<file path="config.mk">
export PLATFORM = sky130hd
export DESIGN_NAME = gpc_bus_initiator
export DESIGN_NICKNAME = d
export VERILOG_FILES = /design/src/rtl/gpc_pkg.sv /design/src/rtl/gpc_bus_initiator.sv
export SDC_FILE = /design/constraint.sdc
export NUM_CORES = 1
export LEC_CHECK = 0
export ABC_AREA = 1
export BUFFER_PORTS_ARGS = -buffer_cell sky130_fd_sc_hd__buf_2
export CELL_PAD_IN_SITES_DETAIL_PLACEMENT = 1
export CELL_PAD_IN_SITES_GLOBAL_PLACEMENT = 1
export CORE_MARGIN = 1
export CORE_UTILIZATION = 37
export CTS_BUF_LIST = sky130_fd_sc_hd__clkbuf_4 sky130_fd_sc_hd__clkbuf_8 sky130_fd_sc_hd__clkbuf_16
export DETAILED_ROUTE_END_ITERATION = 7
export GPL_TIMING_DRIVEN = 1
export PLACE_DENSITY = 0.79
export SYNTH_ARGS = -nofsm -noshare
export SYNTH_HDL_FRONTEND = slang
export SYNTH_SLANG_ARGS = --single-unit
</file>
<file path="constraint.sdc">
create_clock -name clk_i -period 1.8 [get_ports clk_i]
set_clock_uncertainty 0.2 [all_clocks]
set_input_delay 0.36 -clock clk_i [delete_from_list [all_inputs] [get_ports clk_i]]
set_output_delay 0.36 -clock clk_i [all_outputs]
set_load 0.03 [all_outputs]
</file>
<file path="src/rtl/gpc_pkg.sv">
// Shared definitions for the counter register bus: widths, register map
// and the bus initiator state encoding.
package gpc_pkg;

   localparam int ADDR_W = 3;
   localparam int DATA_W = 16;

   localparam logic [ADDR_W-1:0] ADDR_CTRL    = 3'd0;
   localparam logic [ADDR_W-1:0] ADDR_DUTY    = 3'd1;
   localparam logic [ADDR_W-1:0] ADDR_TARGET  = 3'd2;
   localparam logic [ADDR_W-1:0] ADDR_CAPTURE = 3'd3;
   localparam logic [ADDR_W-1:0] ADDR_COUNT   = 3'd4;
   localparam logic [ADDR_W-1:0] ADDR_STATUS  = 3'd5;

   localparam logic [2:0] ST_IDLE   = 3'd0;
   localparam logic [2:0] ST_ACCESS = 3'd1;
   localparam logic [2:0] ST_WAIT   = 3'd2;
   localparam logic [2:0] ST_GAP    = 3'd3;
   localparam logic [2:0] ST_RESP   = 3'd4;

   typedef enum logic [2:0] {
      IDLE   = ST_IDLE,
      ACCESS = ST_ACCESS,
      WAIT   = ST_WAIT,
      GAP    = ST_GAP,
      RESP   = ST_RESP
   } init_state_e;

   // A zero mask bit means "don't care", so mask 0 always matches.
   function automatic logic poll_hit(input logic [DATA_W-1:0] rdata,
                                     input logic [DATA_W-1:0] expect_val,
                                     input logic [DATA_W-1:0] mask);
      return ((rdata ^ expect_val) & mask) == '0;
   endfunction

endpackage

</file>
<file path="src/rtl/gpc_bus_initiator.sv">
// Bus initiator for the counter register bus: one command at a time becomes a
// single-cycle register access, with optional masked polling of a register.
module gpc_bus_initiator
   import gpc_pkg::*;
#(
   parameter int READ_LATENCY = 1,
   parameter int POLL_MAX     = 255,
   parameter int POLL_GAP     = 4
) (
   input  logic              clk_i,
   input  logic              rstn_i,
   input  logic              cmd_valid_i,
   output logic              cmd_ready_o,
   input  logic              cmd_write_i,
   input  logic              cmd_poll_i,
   input  logic [ADDR_W-1:0] cmd_addr_i,
   input  logic [DATA_W-1:0] cmd_wdata_i,
   input  logic [DATA_W-1:0] cmd_mask_i,
   output logic              rsp_valid_o,
   input  logic              rsp_ready_i,
   output logic [DATA_W-1:0] rsp_rdata_o,
   output logic              rsp_timeout_o,
   output logic              acc_en_o,
   output logic              wr_en_o,
   output logic [ADDR_W-1:0] addr_o,
   output logic [DATA_W-1:0] wdata_o,
   input  logic [DATA_W-1:0] rdata_i,
   output logic              busy_o
);

   localparam int ATT_W   = (POLL_MAX < 1) ? 1 : $clog2(POLL_MAX + 1);
   localparam int CNT_MAX = (READ_LATENCY > POLL_GAP) ? READ_LATENCY : POLL_GAP;
   localparam int CNT_W   = (CNT_MAX < 2) ? 1 : $clog2(CNT_MAX);

   localparam logic [CNT_W-1:0] LAT_LOAD  = CNT_W'((READ_LATENCY > 0) ? READ_LATENCY - 1 : 0);
   localparam logic [CNT_W-1:0] GAP_LOAD  = CNT_W'((POLL_GAP > 0) ? POLL_GAP - 1 : 0);
   localparam logic [ATT_W-1:0] ATT_LAST  = ATT_W'((POLL_MAX > 0) ? POLL_MAX - 1 : 0);

   init_state_e       state;
   logic              write_q;
   logic              poll_q;
   logic [DATA_W-1:0] mask_q;
   logic [CNT_W-1:0]  cnt;
   logic [ATT_W-1:0]  attempt_cnt;
   logic              sample_now;
   logic              hit;

   // rdata_i is captured either at the end of ACCESS (zero latency) or when
   // the latency countdown in WAIT expires.
   always_comb begin
      sample_now = 1'b0;
      if (state == WAIT && cnt == '0)
         sample_now = 1'b1;
      if (state == ACCESS && !write_q && READ_LATENCY == 0)
         sample_now = 1'b1;
   end

   // wdata_o keeps the latched command data, so it doubles as the poll expect value.
   assign hit = poll_hit(rdata_i, wdata_o, mask_q);

   always_ff @(posedge clk_i or negedge rstn_i) begin
      if (!rstn_i) begin
         state         <= IDLE;
         cmd_ready_o   <= 1'b1;
         busy_o        <= 1'b0;
         rsp_valid_o   <= 1'b0;
         rsp_rdata_o   <= '0;
         rsp_timeout_o <= 1'b0;
         acc_en_o      <= 1'b0;
         wr_en_o       <= 1'b0;
         addr_o        <= '0;
         wdata_o       <= '0;
         write_q       <= 1'b0;
         poll_q        <= 1'b0;
         mask_q        <= '0;
         cnt           <= '0;
         attempt_cnt   <= '0;
      end else begin
         acc_en_o <= 1'b0;
         wr_en_o  <= 1'b0;

         case (state)
            IDLE: begin
               if (cmd_valid_i) begin
                  state         <= ACCESS;
                  acc_en_o      <= 1'b1;
                  wr_en_o       <= cmd_write_i;
                  addr_o        <= cmd_addr_i;
                  wdata_o       <= cmd_wdata_i;
                  mask_q        <= cmd_mask_i;
                  write_q       <= cmd_write_i;
                  poll_q        <= cmd_poll_i & ~cmd_write_i;
                  attempt_cnt   <= '0;
                  rsp_rdata_o   <= '0;
                  rsp_timeout_o <= 1'b0;
                  cmd_ready_o   <= 1'b0;
                  busy_o        <= 1'b1;
               end
            end
            ACCESS: begin
               if (write_q) begin
                  state       <= RESP;
                  rsp_valid_o <= 1'b1;
               end else if (READ_LATENCY != 0) begin
                  state <= WAIT;
                  cnt   <= LAT_LOAD;
               end
            end
            WAIT: begin
               if (cnt != '0)
                  cnt <= cnt - 1'b1;
            end
            GAP: begin
               if (cnt == '0) begin
                  state    <= ACCESS;
                  acc_en_o <= 1'b1;
               end else begin
                  cnt <= cnt - 1'b1;
               end
            end
            RESP: begin
               if (rsp_ready_i) begin
                  state       <= IDLE;
                  rsp_valid_o <= 1'b0;
                  cmd_ready_o <= 1'b1;
                  busy_o      <= 1'b0;
               end
            end
            default: state <= IDLE;
         endcase

         // A sample overrides the per-state decisions above: it ends the attempt.
         if (sample_now) begin
            rsp_rdata_o <= rdata_i;
            if (!poll_q || hit) begin
               state       <= RESP;
               rsp_valid_o <= 1'b1;
            end else begin
               attempt_cnt <= attempt_cnt + 1'b1;
               if (attempt_cnt == ATT_LAST) begin
                  state         <= RESP;
                  rsp_valid_o   <= 1'b1;
                  rsp_timeout_o <= 1'b1;
               end else if (POLL_GAP == 0) begin
                  state    <= ACCESS;
                  acc_en_o <= 1'b1;
               end else begin
                  state <= GAP;
                  cnt   <= GAP_LOAD;
               end
            end
         end
      end
   end

endmodule

</file>
# --- Word level (Yosys, flattened, before mapping) ---
# Index checks and enable logic that the tools add are counted.
word_totals:
  register_bits: 72
  output_inout_bits: 41
  wordCells: 91
  input_bits: 57
classes:
  n_mux: 45
  addsub: 2
  n_bitwise: 4
  n_reduce_logical: 14
  eq_ne: 11
op_table:
  columns: ["operator", "count"]
  rows:
  - ["$mux W16", 3]
  - ["$mux W8", 4]
  - ["$mux W3", 7]
  - ["$mux W1", 19]
  - ["$and A16 B16 Y16", 1]
  - ["$logic_not A16 Y1", 1]
  - ["$xor A16 B16 Y16", 1]
  - ["$pmux W3 S5", 1]
  - ["$mux W2", 6]
  - ["$ne A3 B3 Y1 const B", 3]
  - ["$add A8 B1 Y8 const B", 1]
  - ["$eq A8 B8 Y1 const B", 1]
  - ["$pmux W1 S2", 4]
  - ["$reduce_bool A2 Y1", 4]
  - ["$eq A3 B2 Y1 const B", 2]
  - ["$ne A2 B2 Y1 const B", 3]
  - ["$pmux W2 S3", 1]
  - ["$reduce_and A2 Y1", 2]
  - ["$reduce_and A4 Y1", 1]
  - ["$eq A3 B1 Y1 const B", 1]
  - ["$eq A3 B3 Y1 const B", 1]
  - ["$logic_not A3 Y1", 1]
  - ["$reduce_and A3 Y1", 1]
  - ["$logic_not A2 Y1", 1]
  - ["other kinds (6)", 6]

# --- Longest topological paths before layout ---
depth:
  word_depth: 6
  depth_mapped: 13
  depth_no_buf: 13

# --- Worst setup path after synthesis ---
# No wires, ideal clock.
synth_timing:
  path_kind: "flip-flop to flip-flop"
  from: "register wdata_o[14]"
  to: "register state[0]"
  setup_ns: 0.116
  path_slack_ns: 0.160
  path_stages_with_launch: 12
  arrival_time_ns: 1.323
  synth_period_minus_slack_ns: 1.640
  path_buffers: 0
  required_ns: 1.484
  path_cell_list: "dfrtp_1 -> nand2_1 -> nand2_1 -> nor2_1 -> nor2_1 -> nand2_1 -> nor2_2 -> nand2_4 -> nand3_1 -> nand2_1 -> nand2_1 -> nand2_1"
synth_between:
  elab_chain_cells: 6
synth_lines:
  columns: ["item", "line", "rtl"]
  rows:
  - ["from (decl)", "gpc_bus_initiator.sv:26", "output logic [DATA_W-1:0] wdata_o,"]
  - ["from (signal assigned)", "gpc_bus_initiator.sv:89", "wdata_o <= cmd_wdata_i;"]
  - ["$xor A16 B16 Y16", "gpc_pkg.sv:33", "return ((rdata ^ expect_val) & mask) == '0;"]
  - ["$and A16 B16 Y16", "gpc_pkg.sv:33", null]
  - ["$logic_not A16 Y1", "gpc_pkg.sv:33", null]
  - ["$logic_or A1 B1 Y1", "gpc_bus_initiator.sv:135", "if (!poll_q || hit) begin"]
  - ["$mux W3", "gpc_bus_initiator.sv:135", null]
  - ["$mux W3", "gpc_bus_initiator.sv:133", "if (sample_now) begin"]
  - ["to (signal assigned)", "gpc_bus_initiator.sv:136", "state <= RESP;"]
  - ["to (signal assigned)", "gpc_bus_initiator.sv:141", "state <= RESP;"]
  - ["to (signal assigned)", "gpc_bus_initiator.sv:145", "state <= ACCESS;"]
  - ["to (decl)", "gpc_bus_initiator.sv:39", "init_state_e state;"]
# No other way between the ends.
# A chain may end at the register's enable or synchronous reset.

# --- Worst setup path in the final report ---
layout_timing:
  from: "register wdata_o[15]"
  to: "register attempt_cnt[2]"
layout_between:
  elab_chain_cells: 6
layout_lines:
  columns: ["item", "line", "rtl"]
  rows:
  - ["$xor A16 B16 Y16", "gpc_pkg.sv:33", null]
  - ["$and A16 B16 Y16", "gpc_pkg.sv:33", null]
  - ["$logic_not A16 Y1", "gpc_pkg.sv:33", null]
  - ["$logic_or A1 B1 Y1", "gpc_bus_initiator.sv:135", null]
  - ["$mux W8", "gpc_bus_initiator.sv:135", null]
  - ["$mux W8", "gpc_bus_initiator.sv:133", null]
  - ["to (signal assigned)", "gpc_bus_initiator.sv:139", "attempt_cnt <= attempt_cnt + 1'b1;"]
  - ["to (decl)", "gpc_bus_initiator.sv:44", "logic [ATT_W-1:0] attempt_cnt;"]
# No other way between the ends.

==> flow_summary.json <==
{
  "synthArstFlopShare_pct": 100,
  "synth-seq-area-share_pct": 52.1,
  "synth_edf_count": 0,
  "clockBufferDepth": 2,
  "ys.flop_type": "dfrtp_1",
  "dp_hpwl_um": 7190,
  "grt_first_pass_wirelength_um": 16800,
  "cp.required_ps": 1890,
  "worstPathCellList": "nor2_1, nor2_2, nor2_2, nand2_2, nor2_4, nand2_4, nand2_4, nand2_2, nand2_1, nand2_1, nand2_1",
  "routedWlPerCell_um": 14.4,
  "hold_violations": 0,
  "maxSlewHeadroom_pct": 70.3,
  "utilization_pct": 51.3,
  "die_w_um": 98.7,
  "finalSetupTns_ps": 0,
  "crit_type": "reg2reg",
  "tritoncts": "built",
  "coreArea_mm2": 0.00889,
  "grt_antenna_before_repair": 0,
  "grtUsageTotal_pct": 22.0,
  "final_nets": 639,
  "initial_core_util_pct": 38.9,
  "synth_cell_types": 28,
  "timing.final.crit_share_pct": 92.6,
  "syn_to_final_growth_pct": 31.8,
  "cp_top_family": "simple AND/OR/NAND/NOR gates",
  "ir_drop_mv": 0.839,
  "end_kind": "flop",
  "diodes": 0,
  "io_buffers": 97,
  "max_cap_viol_count": 0,
  "placed_cell_area_mm2": 0.00409,
  "die_area_mm2": 0.00974,
  "drt-initial-drc-count": 115,
  "dr_total_vias": 3335,
  "syn_avg_cell_area_um2": 7.67,
  "setup_viol": 0,
  "hold_path.class": "in2reg",
  "grt_max_degree": 32,
  "cts.sinks": 72,
  "cts.clk_slew.worst_paths_ps": 90,
  "status": "complete, no violations",
  "drv_slew": 0,
  "cp_max_fo": 6,
  "power.leakage_nw": 2.55,
  "stdcell_area_mm2": 0.00456,
  "cp_common_cell": "nand2_1",
  "avgViaCountPerCell": 4.81,
  "rows": 34,
  "multiInputGateArea_mm2": 0.00148,
  "layout_common_cells": "nand2_1 (212), buf_2 (96), dfrtp_1 (71)",
  "die_y_um": 98.7,
  "critPathMaxStageDelay_ps": 420,
  "cts-root-buf": "clkbuf_8",
  "grt_overflow": 0,
  "crit_path_start_kind": "flop",
  "cts_inserted_buffers": 9,
  "syn-instance-count": 451,
  "cp_data_arrival_time_ps": 1760,
  "drive_above_1_share_pct": 28.7,
  "fmax_mhz": 600,
  "drc_errors": 0,
  "grt_pass1_vias": 3570,
  "crit_path_top_delay_cell": "dfrtp_1",
  "ys_seq_elements": 72,
  "ant_nets": 0,
  "clk-insertion-delay-late_ps": 350,
  "wl_um": 10000,
  "path_buf_inv": 0,
  "power.density_mw_per_mm2": 1580,
  "yosysWarnings": 0,
  "regArea_mm2": 0.00180,
  "fillers": 1129,
  "io_pins": 98,
  "routabilityCongestion": 0.813,
  "drt-pass1-iter-count": 4,
  "syn-cell-area_mm2": 0.00346,
  "fin_crit_ps": 1670,
  "syn_nets": 510,
  "layout_commonest_cell": "nand2_1",
  "cts_htree_levels": 3,
  "tightest_slew_ps": 446
}
-- power breakdown --
part / internal, mW / switching (mW) / total (mW)
sequential: 2.21 / 0.461 / 2.67
combinational: 1.08 / 2.22 / 3.30
clock: 0.612 / 0.648 / 1.26
-- layer usage --
layer / part of all wire (%) / wire length, um / global-route usage, % / vias up
met1: 45 / 4480 / 27.9 / 1596
met5: 0 / 0 / 0 / -
li1: - / - / - / 1648
met2: 50 / 4990 / 37.7 / 76
met4: 1.0 / 105 / 5.86 / 0
met3: 4.3 / 434 / 5.04 / 15
-- worst min-delay path, cell delays in order --
cell     delay, ps
buf_2           70
nand2_1         50
nand2_1         50
-- synth_stat cells, types with 2 or more instances --
cell       n  area (um2)
nand2_1  216         811
dfrtp_1   71        1780
nor2_1    41         154
nand3_1   35         175
inv_1     27         101
o21ai_0   17        85.1
buf_2      7        35.0
buf_4      5        37.5
nor2_2     4        25.0
xor2_1     4        35.0
inv_2      3        11.3
nand2_4    3        33.8
ha_1       2        25.0
nor2_4     2        22.5
-- cell families (layout without fill, tap and decap cells) --
family	after synthesis	count (layout)	share of synthesized area (%)
AO/OA/AOI/OAI	21	21	3.22
buffers and inverters	46	179	6.47
AND/OR/NAND/NOR	306	307	36.5
adder cells (fa/ha/maj)	2	2	0.723
flip-flops	72	72	52.1
XOR/XNOR	4	4	1.01
-- worst paths after layout --
path	start	to	slack [ps]	depth (start not counted)
worst max register to register	wdata_o[15]	attempt_cnt[2]	130	11
worst max-delay path	wdata_o[15]	attempt_cnt[2]	130	11
worst min-delay path	cmd_addr_i[1]	addr_o[1]	10	3
max in group asynchronous	rstn_i	cmd_ready_o	590	3
worst min register to register	cmd_ready_o	cmd_ready_o	280	2
min in group asynchronous	rstn_i	acc_en_o	260	2
-- per-stage QoR --
| step | power, mW | instances | hold slack, ps | worst slack [ps] |
|---|---|---|---|---|
| floorplan | 4.74 | 451 | -136 | 160 |
| detailed placement | 5.71 | 652 | 107 | 16.4 |
| finish | 7.23 | 693 | 10.5 | 134 |
| global placement | 5.58 | 652 | 99.9 | 75.2 |
| CTS | 7.02 | 683 | 0.0887 | 34.6 |
| global route | 7.77 | 693 | 18.1 | -2.15 |
-- cell type report --
type                       instances  share of cell area, %
sequential                        72                   39.5
multi-input combinational        334                   32.5
timing repair buffer             132                   17.8
clock buffer                      12                   3.62
tap                              108                   2.96
inverter                          31                   2.88
clock inverter                     4                  0.604
-- what timing repair did --
item,CTS,global route
buffers inserted,0,9
gates resized for setup,0,22
endpoints found under the setup margin,0,39
endpoints found under the hold margin,37,0
hold buffers,15,0
-- registers in the layout, indices dropped and copies added, names as in the netlist --
signal         cells
acc_en_o           1
addr_o             3
attempt_cnt        8
busy_o             1
cmd_ready_o        1
cnt                2
mask_q            16
poll_q             1
rsp_rdata_o       16
rsp_timeout_o      1
rsp_valid_o        1
state              3
wdata_o           16
wr_en_o            1
write_q            1
Power figures use the tool's default switching activity.
